<file path="src/rtl/noc_pkt_pkg.sv">
// Shared types and NoC header layout for the credit-to-val/rdy packet converter.
package noc_pkt_pkg;

    localparam int NOC_DATA_WIDTH = 64;
    localparam int NOC_LEN_LSB    = 22;
    localparam int NOC_LEN_WIDTH  = 8;

    typedef enum logic {
        HDR  = 1'b0,
        BODY = 1'b1
    } pkt_state_e;

    // Payload length of a header flit: the number of body flits that follow it.
    function automatic logic [NOC_LEN_WIDTH-1:0] noc_flit_len(input logic [NOC_DATA_WIDTH-1:0] flit);
        return NOC_LEN_WIDTH'(flit >> NOC_LEN_LSB);
    endfunction

endpackage

</file>
<file path="src/rtl/noc_flit_fifo.sv">
// Circular flit buffer with registered occupancy; drops a write only when full and not dequeuing.
module noc_flit_fifo #(
    parameter int DATA_WIDTH = 64,
    parameter int DEPTH      = 4
) (
    input  logic                  clk,
    input  logic                  reset,
    input  logic                  wr_valid,
    input  logic [DATA_WIDTH-1:0] wr_data,
    input  logic                  rd_ready,
    output logic                  rd_valid,
    output logic [DATA_WIDTH-1:0] rd_data,
    output logic                  deq,
    output logic                  drop
);

    localparam int AW = $clog2(DEPTH);
    localparam int CW = $clog2(DEPTH + 1);

    logic [DATA_WIDTH-1:0] mem [DEPTH];
    logic [AW-1:0]         wr_ptr;
    logic [AW-1:0]         rd_ptr;
    logic [CW-1:0]         count;
    logic                  enq;

    assign rd_valid = (count != '0);
    assign rd_data  = mem[rd_ptr];
    assign deq      = rd_valid && rd_ready;
    // A full buffer still accepts when the head leaves in the same cycle.
    assign enq      = wr_valid && ((count < CW'(DEPTH)) || deq);
    assign drop     = wr_valid && !enq;

    always_ff @(posedge clk or posedge reset) begin
        if (reset) begin
            wr_ptr <= '0;
            rd_ptr <= '0;
            count  <= '0;
        end else begin
            if (enq) wr_ptr <= wr_ptr + AW'(1);
            if (deq) rd_ptr <= rd_ptr + AW'(1);
            if (enq && !deq)      count <= count + CW'(1);
            else if (!enq && deq) count <= count - CW'(1);
        end
    end

    always_ff @(posedge clk) begin
        if (enq) mem[wr_ptr] <= wr_data;
    end

endmodule

</file>
<file path="src/rtl/noc_credit_to_valrdy_pkt.sv">
// Credit-based NoC flits to val/rdy with yummy return and OpenPiton packet framing.
// Optional NOC_CREDIT_PKT_STATS_EN adds flit_cnt / pkt_cnt counters.
//   state | meaning
//   HDR   | head flit is a packet header; its length field sizes the packet
//   BODY  | head flit is payload; rem flits of the packet are still to leave
module noc_credit_to_valrdy_pkt
    import noc_pkt_pkg::*;
#(
    parameter int DATA_WIDTH = NOC_DATA_WIDTH,
    parameter int DEPTH      = 4,
    parameter int LEN_LSB    = NOC_LEN_LSB,
    parameter int LEN_WIDTH  = NOC_LEN_WIDTH
) (
    input  logic                  clk,
    input  logic                  reset,
    input  logic [DATA_WIDTH-1:0] data_in,
    input  logic                  valid_in,
    output logic                  yummy_out,
    output logic [DATA_WIDTH-1:0] data_out,
    output logic                  valid_out,
    input  logic                  ready_out,
    output logic                  sop_out,
    output logic                  eop_out,
`ifdef NOC_CREDIT_PKT_STATS_EN
    output logic [31:0]           flit_cnt,
    output logic [31:0]           pkt_cnt,
`endif
    output logic                  overflow_err
);

    pkt_state_e           state, state_nxt;
    logic [LEN_WIDTH-1:0] rem, rem_nxt;
    logic [LEN_WIDTH-1:0] head_len;
    logic                 deq;
    logic                 drop;

    noc_flit_fifo #(
        .DATA_WIDTH (DATA_WIDTH),
        .DEPTH      (DEPTH)
    ) u_fifo (
        .clk      (clk),
        .reset    (reset),
        .wr_valid (valid_in),
        .wr_data  (data_in),
        .rd_ready (ready_out),
        .rd_valid (valid_out),
        .rd_data  (data_out),
        .deq      (deq),
        .drop     (drop)
    );

    generate
        if (DATA_WIDTH == NOC_DATA_WIDTH && LEN_LSB == NOC_LEN_LSB && LEN_WIDTH == NOC_LEN_WIDTH) begin : g_std_len
            assign head_len = noc_flit_len(data_out);
        end else begin : g_custom_len
            assign head_len = data_out[LEN_LSB +: LEN_WIDTH];
        end
    endgenerate

    always_ff @(posedge clk or posedge reset) begin
        if (reset) begin
            state        <= HDR;
            rem          <= '0;
            yummy_out    <= 1'b0;
            overflow_err <= 1'b0;
        end else begin
            state        <= state_nxt;
            rem          <= rem_nxt;
            yummy_out    <= deq;
            overflow_err <= overflow_err | drop;
        end
    end

    always_comb begin
        state_nxt = state;
        rem_nxt   = rem;
        sop_out   = 1'b0;
        eop_out   = 1'b0;
        case (state)
            HDR: begin
                sop_out = valid_out;
                eop_out = valid_out && (head_len == '0);
                if (deq && head_len != '0) begin
                    rem_nxt   = head_len;
                    state_nxt = BODY;
                end
            end
            BODY: begin
                eop_out = valid_out && (rem == LEN_WIDTH'(1));
                if (deq) begin
                    rem_nxt = rem - LEN_WIDTH'(1);
                    if (rem == LEN_WIDTH'(1)) state_nxt = HDR;
                end
            end
            default: state_nxt = HDR;
        endcase
    end

`ifdef NOC_CREDIT_PKT_STATS_EN
    always_ff @(posedge clk or posedge reset) begin
        if (reset) begin
            flit_cnt <= '0;
            pkt_cnt  <= '0;
        end else if (deq) begin
            flit_cnt <= flit_cnt + 32'd1;
            if (eop_out) pkt_cnt <= pkt_cnt + 32'd1;
        end
    end
`endif

endmodule

</file>
<file path="config.mk">
export PLATFORM = sky130hd
export DESIGN_NAME = noc_credit_to_valrdy_pkt
export DESIGN_NICKNAME = d
export VERILOG_FILES = /design/src/rtl/noc_pkt_pkg.sv /design/src/rtl/noc_flit_fifo.sv /design/src/rtl/noc_credit_to_valrdy_pkt.sv
export SDC_FILE = /design/constraint.sdc
export NUM_CORES = 1
export LEC_CHECK = 0
export CELL_PAD_IN_SITES_DETAIL_PLACEMENT = 2
export CELL_PAD_IN_SITES_GLOBAL_PLACEMENT = 2
export CORE_ASPECT_RATIO = 1.2
export CORE_MARGIN = 2
export CORE_UTILIZATION = 45
export DETAILED_ROUTE_END_ITERATION = 8
export DONT_BUFFER_PORTS = 1
export PLACE_DENSITY_LB_ADDON = 0.1
export SLEW_MARGIN = 20
export SYNTH_ARGS = -nofsm -noshare
export SYNTH_HDL_FRONTEND = slang
export SYNTH_SLANG_ARGS = --single-unit
</file>
<file path="constraint.sdc">
create_clock -name clk -period 3.8 [get_ports clk]
set_input_delay 0.38 -clock clk [delete_from_list [all_inputs] [get_ports clk]]
set_output_delay 0.38 -clock clk [all_outputs]
set_load 0.05 [all_outputs]
</file>
# --- Yosys cells after proc, flatten, opt, wreduce, memory -nomap -nowiden ---
# Memory sizes are Yosys's and may differ from the RTL's.
# Cells that the tools add are included.
word_totals:
  wordCells: 48
  register_bits: 18
  mem_bits_rw: 256
  output_inout_bits: 69
  memories: 1
classes:
  mux: 13
  order_cmp: 1
  addsub: 5
  n_reduce_logical: 16
  n_bitwise: 2
  eq_ne: 3
mem_list:
  columns: ["memory", "words", "width", "read_ports", "rd_ports_with_merged_regs", "write_ports", "line", "source"]
  rows:
  - ["u_fifo.mem", 4, 64, 1, 0, 1, "noc_flit_fifo.sv:20", "logic [DATA_WIDTH-1:0] mem [DEPTH];"]
op_table:
  columns: ["cell", "n"]
  rows:
  - ["8-bit 2-to-1 mux", 2]
  - ["8-bit one-hot mux with 2 select lines", 1]
  - ["8-bit by 1-bit equality test with 1-bit output, second input constant", 1]
  - ["1-bit logical AND", 8]
  - ["8-bit zero test", 1]
  - ["8-bit nonzero test", 1]
  - ["8-bit by 1-bit subtractor with 8-bit output, second input constant", 1]
  - ["1-bit 2-to-1 mux", 6]
  - ["3-bit 2-to-1 mux", 2]
  - ["2-bit by 1-bit adder with 2-bit output, second input constant", 2]
  - ["1-bit one-hot mux with 2 select lines", 2]
  - ["3-bit by 1-bit adder with 3-bit output, second input constant", 1]
  - ["3-bit < comparator, second input constant", 1]
  - ["3-bit nonzero test", 1]
  - ["3-bit by 1-bit subtractor with 3-bit output, second input constant", 1]
  - ["1-bit zero test", 2]
  - ["2-bit by 1-bit inequality test with 1-bit output, second input constant", 1]
  - ["2-bit inequality test, second input constant", 1]
  - ["2-bit AND reduction", 1]
  - ["2-bit nonzero test", 1]
  - ["1-bit logical OR", 1]
  - ["1-bit inverter", 1]
  - ["1-bit OR", 1]

# --- Logic depth before layout (Yosys ltp) ---
logic_depth:
  word_depth: 8
  ltp_mapped: 8

# --- Modules after synthesis ---
# Synthesis repeated with hierarchy kept, for this count alone.
unflattened:
  hier_cells: 441
  area_unflattened_um2: 10333.7
by_module_without_submodules:
  columns: ["mod", "cells_each", "instances", "area_per_inst_um2"]
  rows:
  - ["noc_flit_fifo", 371, 1, 9649.3]
  - ["noc_credit_to_valrdy_pkt", 70, 1, 684.4]

# --- Worst setup path after synthesis ---
# No wires, ideal clock.
synth_path:
  path_kind: "reg2out"
  from: "register u_fifo.rd_ptr[0]"
  to: "output eop_out"
  t_required_ns: 3.420
  setup_slack_ns: 0.753
  t_arrival_ns: 2.667
  path_stages_with_launch: 5
  path_cell_list: "dfrtp_1 > mux4_1 > nor4_4 > nand3_1 > a21oi_1"
synth_via:
  elab_chain_len: 4
synth_lines:
  columns: ["element", "line", "source"]
  rows:
  - ["start, declared", "noc_flit_fifo.sv:22", "logic [AW-1:0] rd_ptr;"]
  - ["start signal, assigned", "noc_flit_fifo.sv:40", "if (deq) rd_ptr <= rd_ptr + AW'(1);"]
  - ["memory 4 x 64 bit", null, null]
  - ["via data_out[28]", "noc_credit_to_valrdy_pkt.sv:19", "output logic [DATA_WIDTH-1:0] data_out,"]
  - ["8-bit zero test", "noc_credit_to_valrdy_pkt.sv:82", "eop_out = valid_out && (head_len == '0);"]
  - ["1-bit logical AND", "noc_credit_to_valrdy_pkt.sv:82", null]
  - ["1-bit one-hot mux with 2 select lines", "noc_credit_to_valrdy_pkt.sv:79", "case (state)"]
  - ["end, declared", "noc_credit_to_valrdy_pkt.sv:23", "output logic eop_out,"]
# The timed path passes the listed nets, and every way through them passes these cells.

# --- Final worst setup path ---
layout_path:
  from: "register u_fifo.rd_ptr[0]"
  to: "output eop_out"
layout_via:
  elab_chain_len: 4
layout_lines:
  columns: ["element", "line"]
  rows:
  - ["memory 4 x 64 bit", null]
  - ["8-bit zero test", "noc_credit_to_valrdy_pkt.sv:82"]
  - ["1-bit logical AND", "noc_credit_to_valrdy_pkt.sv:82"]
  - ["1-bit one-hot mux with 2 select lines", "noc_credit_to_valrdy_pkt.sv:79"]
# No other way between the ends.

==> impl_metrics.toml <==
[outcome]
outcome = "finished, final reports clean"

[global_routing]
antenna_found_initial = 0
grt_pass1_wl_um = 33640
overflow = 0
grt_pass1_vias = 5411
grt_max_degree = 65
grt_use_total_pct = 18.78

[floorplan]
die_width_um = 142.4
core_area_um2 = 22520
num_rows = 60
num_io_pins = 137
initial_core_util_pct = 45.93
die_h_um = 170.1
die-area_um2 = 24220

[sta]
rsz0062_at_grt = "no"
worst_pin_slew_ns = 1.056
fin_ws_ns = 0.2968
tns_ns = 0
post-route-min-period_ns = 3.503
finalHoldViolations = 0
max_freq_mhz = 285.5
finClkSkew_ns = 0.01010
maxSlewViolCount = 0
period_share_pct = 92.19
setup_viol = 0
relSlewSlack_pct = 29.60

[setup_path]
path_max_fanout = 20
setup.worst_path.class = "reg -> out"
cp_data_required_time_ns = 3.42
critPathArrivalTime_ns = 3.12
endpoint_kind = "output port"
startpoint_type = "flip-flop"

[clock_tree]
cts_tree = "built"
insertion_delay_ns = 0.52
clock_path_buffers = 3
path_clk_slew_ns = 0.06
cts_root_buf = "clkbuf_16"
clock-sinks = 274
cts-htree-levels = 1
cts_buffers = 27
cts_resized = 0
post-cts-setup-buffers = 0

[hold_path]
hp-class = "in -> reg"

[detailed_routing]
vias = 4655
post_drt_wl_per_cell_um = 26.88
postRouteAntennaNets = 0
viasPerCell = 5.642
routed_wl_um = 22170
first_pass_iters = 4
route.detailed.drc = 0
drt_iter0_markers = 212

[synth]
ys_types = 43
syn-num-nets = 519
netlist.area_leader.share_pct = 74.31
ys_seq_area_share_pct = 78.66
yosys.area.top_type = "edfxtp_1"
syn_avg_cell_area_um2 = 23.35
synth.area.top_cells = "edfxtp_1 (74%), mux4_2 (13%), dfrtp_1 (4.4%), ha_1 (0.85%), mux2_4 (0.73%)"
netlist_area_um2 = 10340
ys_ff_latch = 274
synth_warnings = 0
syn_inst = 443

[place]
hpwlAfterDp_um = 12940
port_buffers = 0
dp_slack_ns = 0.8129
gp_congestion = 0.7316

[finish]
antennaDiodeCount = 0
nets = 604
drive_gt1_share_pct = 22.53
multiInputGateArea_um2 = 2103
final_core_util_pct = 54.08
fill_cells = 1874
syn2layout_area_growth_pct = 17.74
regArea_um2 = 8145

[power_and_ir_drop]
power_leakage_uw = 0.003961
power.density_nw_per_um2 = 869.6
ir_drop_mv = 0.5444

[run]
cap_violations = 0
[what timing repair did]
item                                   CTS  global route
endpoints found under the hold margin  274             0
hold buffers                            65             0
setup endpoints to repair                0             0
[cells by family (layout without fill, tap and decap cells)]
logic type / Yosys count / after routing / share of synthesized area (%)
compound gates: 24 / 24 / 1.705
mux: 70 / 70 / 14.84
fa+ha+maj: 8 / 8 / 1.040
buf+inv: 27 / 130 / 1.101
simple gates: 32 / 32 / 1.972
flops: 274 / 274 / 78.66
xor+xnor: 8 / 8 / 0.6773
[placed cells by master, fill, tap and decap left out, types with 4 or more instances in the layout]
master / netlist / routed
nor2_1: 5 / 5
o21ai_0: 6 / 6
buf_4: 0 / 7
nor3_1: 4 / 4
clkinv_2: 0 / 7
ha_1: 7 / 7
dlygate4sd3_1: 0 / 65
xnor2_1: 6 / 6
inv_1: 10 / 10
clkbuf_16: 0 / 27
mux2_4: 5 / 5
nand2_1: 5 / 5
mux4_2: 62 / 62
and2_4: 0 / 4
dfrtp_1: 18 / 16
edfxtp_1: 256 / 256
a21oi_1: 5 / 5
clkinv_1: 1 / 8
[state kept, by name, summed over array words and instances (netlist names)]
signal         flops
u_fifo.rd_ptr      2
yummy_out          1
rem                8
u_fifo.wr_ptr      2
overflow_err       1
u_fifo.count       3
u_fifo.mem       256
state              1
[power breakdown]
group / switching (uW) / internal (uW) / total (uW)
sequential: 370 / 3910 / 4280
clock: 1050 / 1490 / 2540
combinational: 2730 / 1040 / 3770
total: 4150 / 6440 / 10600
[layout make-up]
cell class	instances	share of cell area (%)
Multi-Input combinational cell	142	17.27
Clock inverter	17	1.243
Tap cell	279	2.866
Sequential cell	274	66.87
Timing Repair Buffer	72	5.773
Clock buffer	30	5.639
Inverter	11	0.3390
[metal layers]
layer	share of wire (%)	GRT usage, %	routed length (um)	up-vias
li1	-	-	-	2022
met4	1.7	4.649	381	0
met2	54	34.09	12050	116
met5	0	0	0	-
met1	38	22.57	8413	2490
met3	6.0	4.586	1331	27
[through the flow]
stage | hold slack (ns) | std cells | cell area [um2] | total power [uW]
after floorplan | 0.3186 | 443 | 10340 | 7414
after global placement | 0.4612 | 713 | 10690 | 7996
after detailed placement | 0.4790 | 713 | 10690 | 8103
after CTS | 0.004326 | 825 | 12180 | 10760
after global routing | 0.006287 | 825 | 12180 | 11030
final | 0.02478 | 825 | 12180 | 10590
[path summary, 6_finish.rpt]
| kind | start | endpoint | slack (ns) | cells past startpoint |
|---|---|---|---|---|
| min in group asynchronous | reset | state$_DFF_PP0_ | 0.47 | 2 |
| setup / recovery | u_fifo.rd_ptr[0]$_DFFE_PP0P_ | eop_out | 0.30 | 6 |
| hold reg to reg | rem[6]$_DFFE_PP0P_ | rem[6]$_DFFE_PP0P_ | 0.57 | 1 |
| hold / removal | valid_in | overflow_err$_DFF_PP0_ | 0.02 | 1 |
| setup reg to reg | u_fifo.rd_ptr[0]$_DFFE_PP0P_ | rem[4]$_DFFE_PP0P_ | 1.13 | 5 |
| max in group asynchronous | reset | u_fifo.rd_ptr[1]$_DFFE_PP0P_ | 2.73 | 2 |
[worst max-delay path: stages, from the launching register on]
cell	delay [ns]
dfrtp_4	0.71
mux4_1	0.62
buf_4	0.22
nor4_4	0.43
nand3_1	0.22
a21oi_1	0.18
buf_4	0.22
[cell usage after synthesis]
| cell type | instances |
|---|---|
| edfxtp_1 | 256 |
| mux4_2 | 62 |
| dfrtp_1 | 18 |
| inv_1 | 10 |
| clkbuf_1 | 7 |
| ha_1 | 7 |
| o21ai_0 | 6 |
| xnor2_1 | 6 |
| a21oi_1 | 5 |
| mux2_4 | 5 |
| nand2_1 | 5 |
| nor2_1 | 5 |
| and2_1 | 4 |
| buf_1 | 4 |
| buf_2 | 4 |
| nor3_1 | 4 |
| a31oi_1 | 3 |
| or3_1 | 3 |
| mux4_1 | 2 |
| nand2b_1 | 2 |
| nor4_4 | 2 |
| xor2_1 | 2 |
| a21boi_1 | 1 |
| a2bb2oi_1 | 1 |
| a31o_2 | 1 |
| a31oi_4 | 1 |
| a32oi_1 | 1 |
| and4_1 | 1 |
| buf_6 | 1 |
| clkinv_1 | 1 |
| fa_1 | 1 |
| mux2_2 | 1 |
| nand3_1 | 1 |
| nand4_1 | 1 |
| nor2b_1 | 1 |
| nor3b_1 | 1 |
| nor4_1 | 1 |
| o211a_1 | 1 |
| o22a_1 | 1 |
| o2bb2ai_1 | 1 |
| o31ai_1 | 1 |
| o31ai_2 | 1 |
| or4_1 | 1 |
(Power assumes the default switching activity.)
